--- config.mk ---
export PLATFORM = sky130hd
export DESIGN_NAME = uart_param_core
export DESIGN_NICKNAME = d
export VERILOG_FILES = /design/src/rtl/uart_param_core.sv
export SDC_FILE = /design/constraint.sdc
export NUM_CORES = 1
export LEC_CHECK = 0
export ABC_AREA = 0
export CAP_MARGIN = 25
export CORE_UTILIZATION = 45
export DETAILED_ROUTE_END_ITERATION = 12
export GPL_TIMING_DRIVEN = 0
export HOLD_SLACK_MARGIN = 0.02
export PLACE_DENSITY = 0.67
export SYNTH_ARGS = -nofsm -noshare
export SYNTH_HDL_FRONTEND = slang
export SYNTH_SLANG_ARGS = --single-unit
--- constraint.sdc ---
create_clock -name clock -period 1.96 [get_ports clock]
set_input_delay 0.392 -clock clock [delete_from_list [all_inputs] [get_ports clock]]
set_output_delay 0.392 -clock clock [all_outputs]
set_load 0.01 [all_outputs]
--- src/rtl/uart_param_core.sv ---
// uart_param_core: parametrised full-duplex UART (DATA_BITS data, optional
// even/odd parity, 1 or 2 stop bits) with an oversampled receiver.
//
// State table (both FSMs):
//   state      | meaning
//   TX_IDLE    | line idle high, waiting for tx_start
//   TX_START   | frame accepted; waiting for tick, then start bit low
//   TX_DATA    | shifting data bits out, LSB first
//   TX_PARITY  | parity bit on the line (PARITY != 0 only)
//   TX_STOP    | STOP_BITS high bit times, tx_done at the end
//   RX_IDLE    | waiting for synced rx low
//   RX_START   | half-bit wait, then confirm start bit (false-start reject)
//   RX_DATA    | mid-bit sampling of data bits, LSB first
//   RX_PARITY  | mid-bit sampling of parity bit (PARITY != 0 only)
//   RX_STOP    | mid-bit sample of first stop bit, frame completion
//   RX_BREAK   | stop bit was low; wait for rx high before re-arming
//
// Ports:
//   clock, reset        system clock, async active-low reset
//   rx                  serial input (asynchronous, idle high)
//   tx_in, tx_start     transmit data / level request
//   tx, tx_busy, tx_done
//   rx_out, rx_valid, rx_ack, rx_done
//   rx_parity_err, rx_frame_err, rx_overrun
module uart_param_core #(
    parameter int DATA_BITS  = 8,
    parameter int PARITY     = 0,
    parameter int STOP_BITS  = 1,
    parameter int OVERSAMPLE = 16,
    parameter int TICK_DIV   = 7
) (
    input  logic                 clock,
    input  logic                 reset,
    input  logic                 rx,
    input  logic [DATA_BITS-1:0] tx_in,
    input  logic                 tx_start,
    output logic                 tx,
    output logic                 tx_busy,
    output logic                 tx_done,
    output logic [DATA_BITS-1:0] rx_out,
    output logic                 rx_valid,
    input  logic                 rx_ack,
    output logic                 rx_done,
    output logic                 rx_parity_err,
    output logic                 rx_frame_err,
    output logic                 rx_overrun
);

    localparam int TDW = (TICK_DIV > 1) ? $clog2(TICK_DIV) : 1;
    localparam int OSW = $clog2(OVERSAMPLE);
    localparam int BCW = 4;

    localparam logic [OSW-1:0] OS_LAST   = OSW'(OVERSAMPLE - 1);
    localparam logic [OSW-1:0] OS_HALF   = OSW'(OVERSAMPLE / 2 - 1);
    localparam logic [BCW-1:0] DATA_LAST = BCW'(DATA_BITS - 1);
    localparam logic [BCW-1:0] STOP_LAST = BCW'(STOP_BITS - 1);
    localparam logic           PAR_EN    = (PARITY != 0);
    localparam logic           PAR_ODD   = (PARITY == 2);

    typedef enum logic [2:0] {
        TX_IDLE, TX_START, TX_DATA, TX_PARITY, TX_STOP
    } tx_state_t;

    typedef enum logic [2:0] {
        RX_IDLE, RX_START, RX_DATA, RX_PARITY, RX_STOP, RX_BREAK
    } rx_state_t;

    // ------------------------------------------------------------------
    // Shared tick generator
    // ------------------------------------------------------------------
    logic [TDW-1:0] tick_cnt_q;
    logic           tick;

    assign tick = (tick_cnt_q == TDW'(TICK_DIV - 1));

    always_ff @(posedge clock or negedge reset) begin
        if (!reset) begin
            tick_cnt_q <= '0;
        end else if (tick) begin
            tick_cnt_q <= '0;
        end else begin
            tick_cnt_q <= tick_cnt_q + TDW'(1);
        end
    end

    // ------------------------------------------------------------------
    // Transmitter
    // ------------------------------------------------------------------
    tx_state_t            tx_state_q, tx_state_d;
    logic [DATA_BITS-1:0] tx_shift_q, tx_shift_d;
    logic [BCW-1:0]       tx_bcnt_q, tx_bcnt_d;
    logic [OSW-1:0]       tx_tcnt_q, tx_tcnt_d;
    logic                 tx_par_q, tx_par_d;
    logic                 tx_q, tx_d;
    logic                 tx_done_q, tx_done_d;
    logic                 tx_bit_end;

    assign tx_bit_end = tick && (tx_tcnt_q == '0);

    always_comb begin
        tx_state_d = tx_state_q;
        tx_shift_d = tx_shift_q;
        tx_bcnt_d  = tx_bcnt_q;
        tx_tcnt_d  = tx_tcnt_q;
        tx_par_d   = tx_par_q;
        tx_d       = tx_q;
        tx_done_d  = 1'b0;

        // Bit-time down-counter; reloads itself at terminal count.
        if (tick) begin
            tx_tcnt_d = (tx_tcnt_q == '0) ? OS_LAST : tx_tcnt_q - OSW'(1);
        end

        case (tx_state_q)
            TX_IDLE: begin
                if (tx_start) begin
                    tx_state_d = TX_START;
                    tx_shift_d = tx_in;
                    tx_par_d   = (^tx_in) ^ PAR_ODD;
                    tx_tcnt_d  = OS_LAST;
                end
            end
            TX_START: begin
                // tx still high means the start bit has not been launched yet.
                if (tick && tx_q) begin
                    tx_d      = 1'b0;
                    tx_tcnt_d = OS_LAST;
                end else if (tx_bit_end) begin
                    tx_d       = tx_shift_q[0];
                    tx_shift_d = tx_shift_q >> 1;
                    tx_bcnt_d  = DATA_LAST;
                    tx_state_d = TX_DATA;
                end
            end
            TX_DATA: begin
                if (tx_bit_end) begin
                    if (tx_bcnt_q == '0) begin
                        if (PAR_EN) begin
                            tx_d       = tx_par_q;
                            tx_state_d = TX_PARITY;
                        end else begin
                            tx_d       = 1'b1;
                            tx_bcnt_d  = STOP_LAST;
                            tx_state_d = TX_STOP;
                        end
                    end else begin
                        tx_d       = tx_shift_q[0];
                        tx_shift_d = tx_shift_q >> 1;
                        tx_bcnt_d  = tx_bcnt_q - BCW'(1);
                    end
                end
            end
            TX_PARITY: begin
                if (tx_bit_end) begin
                    tx_d       = 1'b1;
                    tx_bcnt_d  = STOP_LAST;
                    tx_state_d = TX_STOP;
                end
            end
            TX_STOP: begin
                if (tx_bit_end) begin
                    if (tx_bcnt_q == '0) begin
                        tx_state_d = TX_IDLE;
                        tx_done_d  = 1'b1;
                    end else begin
                        tx_bcnt_d = tx_bcnt_q - BCW'(1);
                    end
                end
            end
            default: begin
                tx_state_d = TX_IDLE;
                tx_d       = 1'b1;
            end
        endcase
    end

    always_ff @(posedge clock or negedge reset) begin
        if (!reset) begin
            tx_state_q <= TX_IDLE;
            tx_shift_q <= '0;
            tx_bcnt_q  <= '0;
            tx_tcnt_q  <= '0;
            tx_par_q   <= 1'b0;
            tx_q       <= 1'b1;
            tx_done_q  <= 1'b0;
        end else begin
            tx_state_q <= tx_state_d;
            tx_shift_q <= tx_shift_d;
            tx_bcnt_q  <= tx_bcnt_d;
            tx_tcnt_q  <= tx_tcnt_d;
            tx_par_q   <= tx_par_d;
            tx_q       <= tx_d;
            tx_done_q  <= tx_done_d;
        end
    end

    assign tx      = tx_q;
    assign tx_busy = (tx_state_q != TX_IDLE);
    assign tx_done = tx_done_q;

    // ------------------------------------------------------------------
    // Receiver
    // ------------------------------------------------------------------
    logic                 rx_meta_q, rx_sync_q;
    rx_state_t            rx_state_q, rx_state_d;
    logic [DATA_BITS-1:0] rx_shift_q, rx_shift_d;
    logic [BCW-1:0]       rx_bcnt_q, rx_bcnt_d;
    logic [OSW-1:0]       rx_tcnt_q, rx_tcnt_d;
    logic                 rx_par_q, rx_par_d;
    logic [DATA_BITS-1:0] rx_out_q, rx_out_d;
    logic                 rx_valid_q, rx_valid_d;
    logic                 rx_done_q, rx_done_d;
    logic                 rx_perr_q, rx_perr_d;
    logic                 rx_ferr_q, rx_ferr_d;
    logic                 rx_ovr_q, rx_ovr_d;
    logic                 rx_bit_end;

    assign rx_bit_end = tick && (rx_tcnt_q == '0);

    always_ff @(posedge clock or negedge reset) begin
        if (!reset) begin
            rx_meta_q <= 1'b1;
            rx_sync_q <= 1'b1;
        end else begin
            rx_meta_q <= rx;
            rx_sync_q <= rx_meta_q;
        end
    end

    always_comb begin
        rx_state_d = rx_state_q;
        rx_shift_d = rx_shift_q;
        rx_bcnt_d  = rx_bcnt_q;
        rx_tcnt_d  = rx_tcnt_q;
        rx_par_d   = rx_par_q;
        rx_out_d   = rx_out_q;
        rx_valid_d = rx_valid_q;
        rx_perr_d  = rx_perr_q;
        rx_ferr_d  = rx_ferr_q;
        rx_ovr_d   = rx_ovr_q;
        rx_done_d  = 1'b0;

        if (tick) begin
            rx_tcnt_d = (rx_tcnt_q == '0) ? OS_LAST : rx_tcnt_q - OSW'(1);
        end

        if (rx_ack) begin
            rx_valid_d = 1'b0;
            rx_ovr_d   = 1'b0;
        end

        case (rx_state_q)
            RX_IDLE: begin
                if (!rx_sync_q) begin
                    rx_state_d = RX_START;
                    rx_tcnt_d  = OS_HALF;
                end
            end
            RX_START: begin
                if (rx_bit_end) begin
                    if (rx_sync_q) begin
                        rx_state_d = RX_IDLE;
                    end else begin
                        rx_bcnt_d  = DATA_LAST;
                        rx_state_d = RX_DATA;
                    end
                end
            end
            RX_DATA: begin
                if (rx_bit_end) begin
                    rx_shift_d = {rx_sync_q, rx_shift_q[DATA_BITS-1:1]};
                    if (rx_bcnt_q == '0) begin
                        rx_state_d = PAR_EN ? RX_PARITY : RX_STOP;
                    end else begin
                        rx_bcnt_d = rx_bcnt_q - BCW'(1);
                    end
                end
            end
            RX_PARITY: begin
                if (rx_bit_end) begin
                    rx_par_d   = rx_sync_q;
                    rx_state_d = RX_STOP;
                end
            end
            RX_STOP: begin
                if (rx_bit_end) begin
                    rx_out_d   = rx_shift_q;
                    rx_perr_d  = PAR_EN & ((^rx_shift_q) ^ rx_par_q ^ PAR_ODD);
                    rx_ferr_d  = ~rx_sync_q;
                    rx_done_d  = 1'b1;
                    // Completion beats a coincident ack: valid stays set.
                    rx_valid_d = 1'b1;
                    if (rx_valid_q && !rx_ack) begin
                        rx_ovr_d = 1'b1;
                    end
                    rx_state_d = rx_sync_q ? RX_IDLE : RX_BREAK;
                end
            end
            RX_BREAK: begin
                if (rx_sync_q) begin
                    rx_state_d = RX_IDLE;
                end
            end
            default: begin
                rx_state_d = RX_IDLE;
            end
        endcase
    end

    always_ff @(posedge clock or negedge reset) begin
        if (!reset) begin
            rx_state_q <= RX_IDLE;
            rx_shift_q <= '0;
            rx_bcnt_q  <= '0;
            rx_tcnt_q  <= '0;
            rx_par_q   <= 1'b0;
            rx_out_q   <= '0;
            rx_valid_q <= 1'b0;
            rx_done_q  <= 1'b0;
            rx_perr_q  <= 1'b0;
            rx_ferr_q  <= 1'b0;
            rx_ovr_q   <= 1'b0;
        end else begin
            rx_state_q <= rx_state_d;
            rx_shift_q <= rx_shift_d;
            rx_bcnt_q  <= rx_bcnt_d;
            rx_tcnt_q  <= rx_tcnt_d;
            rx_par_q   <= rx_par_d;
            rx_out_q   <= rx_out_d;
            rx_valid_q <= rx_valid_d;
            rx_done_q  <= rx_done_d;
            rx_perr_q  <= rx_perr_d;
            rx_ferr_q  <= rx_ferr_d;
            rx_ovr_q   <= rx_ovr_d;
        end
    end

    assign rx_out        = rx_out_q;
    assign rx_valid      = rx_valid_q;
    assign rx_done       = rx_done_q;
    assign rx_parity_err = rx_perr_q;
    assign rx_frame_err  = rx_ferr_q;
    assign rx_overrun    = rx_ovr_q;

endmodule

Word-level counts from Yosys, hierarchy flattened
Index checks and enable logic that the tools add are counted.

Add/sub/neg operators: 5. Equality and inequality tests: 30. Multiplexer cells: 66. Bitwise logic cells: 2. Reductions and logical operators: 24.

Operators by type and width (count): 4-bit two-way mux (19); 3-bit two-way mux (17); 8-bit two-way mux (5); 2-bit != test, second input constant (19); 8-bit one-hot mux with 3 select lines (1); 3-bit one-hot mux with 6 select lines (1); 1-bit two-way mux (17); 4-bit zero test (4); 4-bit one-hot mux with 2 select lines (2); 4-bit one-hot mux with 4 select lines (1); 4-bit by 1-bit subtractor with 4-bit output, second input constant (4); 3-bit one-hot mux with 5 select lines (1); 7-bit AND reduction (2); 3-bit by 2-bit == test with 1-bit output, second input constant (4); 3-bit == test, second input constant (4); 8-bit AND reduction (1); 3-bit by 1-bit == test with 1-bit output, second input constant (2); 3-bit zero test (2); 6-bit AND reduction (1); 3-bit nonzero test (2); 5-bit AND reduction (1); 1-bit logical AND (4); 1-bit one-hot mux with 4 select lines (1); 2-bit AND reduction (2); 9 further kinds (10).

Register bits: 57. Input port bits: 13. Output and inout bits: 16. Word-level logic and storage cells: 145.

Logic depth before layout (Yosys ltp)
Word-level depth: 5. Gate-level depth with buffers: 9. Gate-level depth less buffers: 7.

Worst setup path after synthesis
No wires, ideal clock.

Kind: flip-flop to flip-flop. Start point: register tx_tcnt_q[0]. End point: register tx_shift_q[7]. Setup time: 0.125 ns. Data arrival time: 1.773 ns. Required time: 1.835 ns. Slack: 0.062 ns. Cell stages (with the launch flop): 9. Path buffers: 1. Period minus slack after synthesis: 1.898 ns. Cell sequence: dfrtp_1 -> inv_1 -> ha_1 -> nor4bb_1 -> a22oi_2 -> o221ai_4 -> and2_4 -> buf_6 -> mux2_4.

Cells in the longest elaborated chain, start to end: 4. Elaborated cells between the ends (all ways): 5. Classes of those cells: 2 x eq/ne; 3 x reduce/logical.

RTL lines: start, declared (line 92) `logic [OSW-1:0] tx_tcnt_q, tx_tcnt_d;`; start signal, assigned (line 190) `tx_tcnt_q <= tx_tcnt_d;`; 4-bit zero test (*) (line 98) `assign tx_bit_end = tick && (tx_tcnt_q == '0);`; 1-bit logical AND (*) (line 98); 2-bit != test (no line); 6-bit AND reduction (no line) (*); end signal, assigned (line 188) `tx_shift_q <= tx_shift_d;`; end, declared (line 90) `logic [DATA_BITS-1:0] tx_shift_q, tx_shift_d;`.

Mark *: on every way between the ends. The rest lies on a longest branch, timed or not. A chain may end at the register's enable or synchronous reset.

==> results.json <==
{
  "place_area_um2": 3210,
  "setup_slack_ns": -0.0208,
  "dp_hpwl_um": 3610,
  "viasPerCell": 5.20,
  "layout.nets": 335,
  "syn2layout_area_growth_pct": 22.8,
  "crit_family": "flip-flops",
  "path_cells": "inv_2, ha_4, nor3b_4, o21ai_2, nor2b_4, o21ai_1, buf_2",
  "ctsHoldBuffers": 0,
  "hp-class": "in2async",
  "met1_usage_pct": 21.7,
  "busiest_layer": "met2",
  "grt_max_degree": 38,
  "design_area_um2": 3480,
  "cpMaxStageDelayCell": "dfrtp_1",
  "status": "finished, violations left",
  "worstRegToRegCells": 9,
  "powerDensity_nw_per_um2": 635,
  "finalMaxSlewViolations": 0,
  "die_w_um": 81.4,
  "setup_viol": 1,
  "avgSynthCellArea_um2": 10.5,
  "met3_usage_pct": 6.74,
  "cts.htree.levels": 3,
  "r2r-end": "tx_shift_q[7]",
  "overflow": 0,
  "end_kind": "output port",
  "path_depth": 7,
  "insertion_delay_ns": 0.33,
  "endpoint": "tx_busy",
  "rows": 28,
  "startpoint": "tx_bcnt_q[1]",
  "rsz0062_at_grt": "true",
  "ir_drop_v": 0.000422,
  "crit_buf_inv": 2,
  "yosys.cell_types.count": 61,
  "synth_area_um2": 2840,
  "initial_core_util_pct": 47.3,
  "grt_pass1_vias": 2009,
  "wl_per_cell_um": 13.4,
  "reg2reg_from": "tx_bcnt_q[1]",
  "io_pins": 29,
  "crit_arrival_ns": 1.59,
  "fin_crit_ns": 1.98,
  "fmax_ghz": 0.505,
  "gp_congestion": 0.805,
  "leakagePower_nw": 1.64,
  "utilization_pct": 58.1,
  "cts_buffers": 9,
  "grt_util_all_layers_pct": 17.9,
  "post-route-period-util_pct": 101,
  "final_common_cell": "dfrtp_1",
  "drt_first_pass_iters": 4,
  "drv_cap": 0,
  "diodes": 0,
  "ys_warn_count": 0,
  "total_power_mw": 2.21,
  "coreArea_um2": 5990,
  "gr-usage-met2_pct": 29.4,
  "syn-num-nets": 288,
  "postSynthCellCount": 270,
  "synthArstFlopShare_pct": 100,
  "drive_gt1_share_pct": 23.0,
  "grt_first_pass_wirelength_um": 8770,
  "routed_wl_um": 5310,
  "cts-root-buf": "clkbuf_8",
  "vias": 2066,
  "slowest_delay_ns": 0.40,
  "ys.flop_type": "dfrtp_1",
  "cts_tree": "yes",
  "synth_edf_count": 0,
  "die_height_um": 81.4,
  "place_ws_ns": -0.389,
  "layout_common_cells": "dfrtp_1 (54), nand2_1 (36), a21oi_1 (28), clkdlybuf4s50_1 (25), nor2_1 (17)",
  "final_antenna_net_count": 0,
  "criticalPathCategory": "reg2out",
  "antenna_found_initial": 0,
  "numClockSinks": 57,
  "path_clk_slew_ns": 0.07,
  "port_buffers": 27,
  "die_area_um2": 6620,
  "worstPathRequired_ns": 1.57,
  "ys_ff_latch": 57,
  "violations": "setup timing",
  "critPathMaxFanout": 2,
  "synth-seq-area-share_pct": 50.4,
  "start_kind": "flop",
  "r2r_slack_ns": 0.09,
  "drt_iter0_drc": 119,
  "fin_worst_skew_ns": 0.00754,
  "drc": 0,
  "hold_slack_ns": 0.0176,
  "cts_buffer_depth": 2,
  "hold_viol_final": 0
}
[power breakdown]
part           switching (mW)  total, mW  internal (mW)
registers             0.00143       1.18           1.18
logic                  0.0293     0.0565         0.0272
clock network           0.506      0.971          0.465
total                   0.537       2.21           1.67
[Yosys cell counts, drive strengths merged (3+ instances only)]
library cell	number	area [um2]
a21oi	29	149
and3	4	25.0
buf	9	90.1
dfrtp	54	1350
dfstp	3	78.8
ha	5	62.6
inv	15	58.8
mux2	9	105
mux2i	8	80.1
nand2	37	141
nand2b	6	37.5
nand3	9	70.1
nor2	20	87.6
nor2b	3	18.8
o21ai	16	91.3
xnor2	4	35.0
[per-layer routing]
layer  share of wire (%)  up-vias  routed length [um]
met5                   0        -                   0
met4                0.68        0                  36
met3                 4.4        4                 233
met2                  50       39                2640
met1                  45      982                2410
li1                    -     1041                   -
[final cells by class]
class	instances	area [um2]
plain buffers	8	78.8
clock buffers	9	124
clock inverters	7	53.8
fillers	511	2510
inverters	15	58.8
multi-input cells	189	1290
flip-flops and latches	57	1430
well taps	75	93.8
repair buffers	37	348
[cells by family after synthesis]
family	Yosys count	share of synthesized area, %
simple gates	94	18.4
compound gates	66	15.2
flops	57	50.4
buf+inv	24	5.25
mux	17	6.53
xor+xnor	6	1.85
fa+ha+maj	5	2.21
other cells	1	0.132
[worst register-to-register path: stages (launching register included)]
cell and delay, ns:
dfrtp_1 0.40, inv_2 0.08, ha_4 0.13, nor3b_4 0.21, o21ai_2 0.08, nor2b_4 0.14, buf_4 0.17, and2_4 0.14
buf_6 0.13, mux2_4 0.29
[worst min-delay path by stage]
| stage | endpoint | cells after the start |
|---|---|---|
| finish | tx_bcnt_q[0] | 1 |
| global route | tx_bcnt_q[1] | 1 |
| CTS | tick_cnt_q[2] | 1 |
| detailed placement | rx_sync_q | 0 |
| global placement | rx_sync_q | 0 |
| floorplan | rx_bcnt_q[0] | 0 |
[flip-flops by register name (all words and copies together), names as in the netlist, 3 cells and up]
signal      flops
tx_state_q      3
rx_shift_q      8
tx_shift_q      8
rx_bcnt_q       4
tx_tcnt_q       4
rx_state_q      3
rx_out          8
tx_bcnt_q       4
tick_cnt_q      3
rx_tcnt_q       4
[per-stage QoR]
step / instances / TNS (ns)
after floorplan: 270 / 0
after global placement: 372 / -72.76
after detailed placement: 373 / -0.485
after CTS: 396 / -0.0635
after global routing: 397 / -0.130
final: 397 / -0.0208
[timing repair]
action                     in CTS  in global routing
hold endpoints to repair        0                  0
pin swaps                       3                  2
setup endpoints to repair       2                  2
setup buffers                   8                  1
gates resized for setup        13                  1
(Power assumes the default switching activity.)
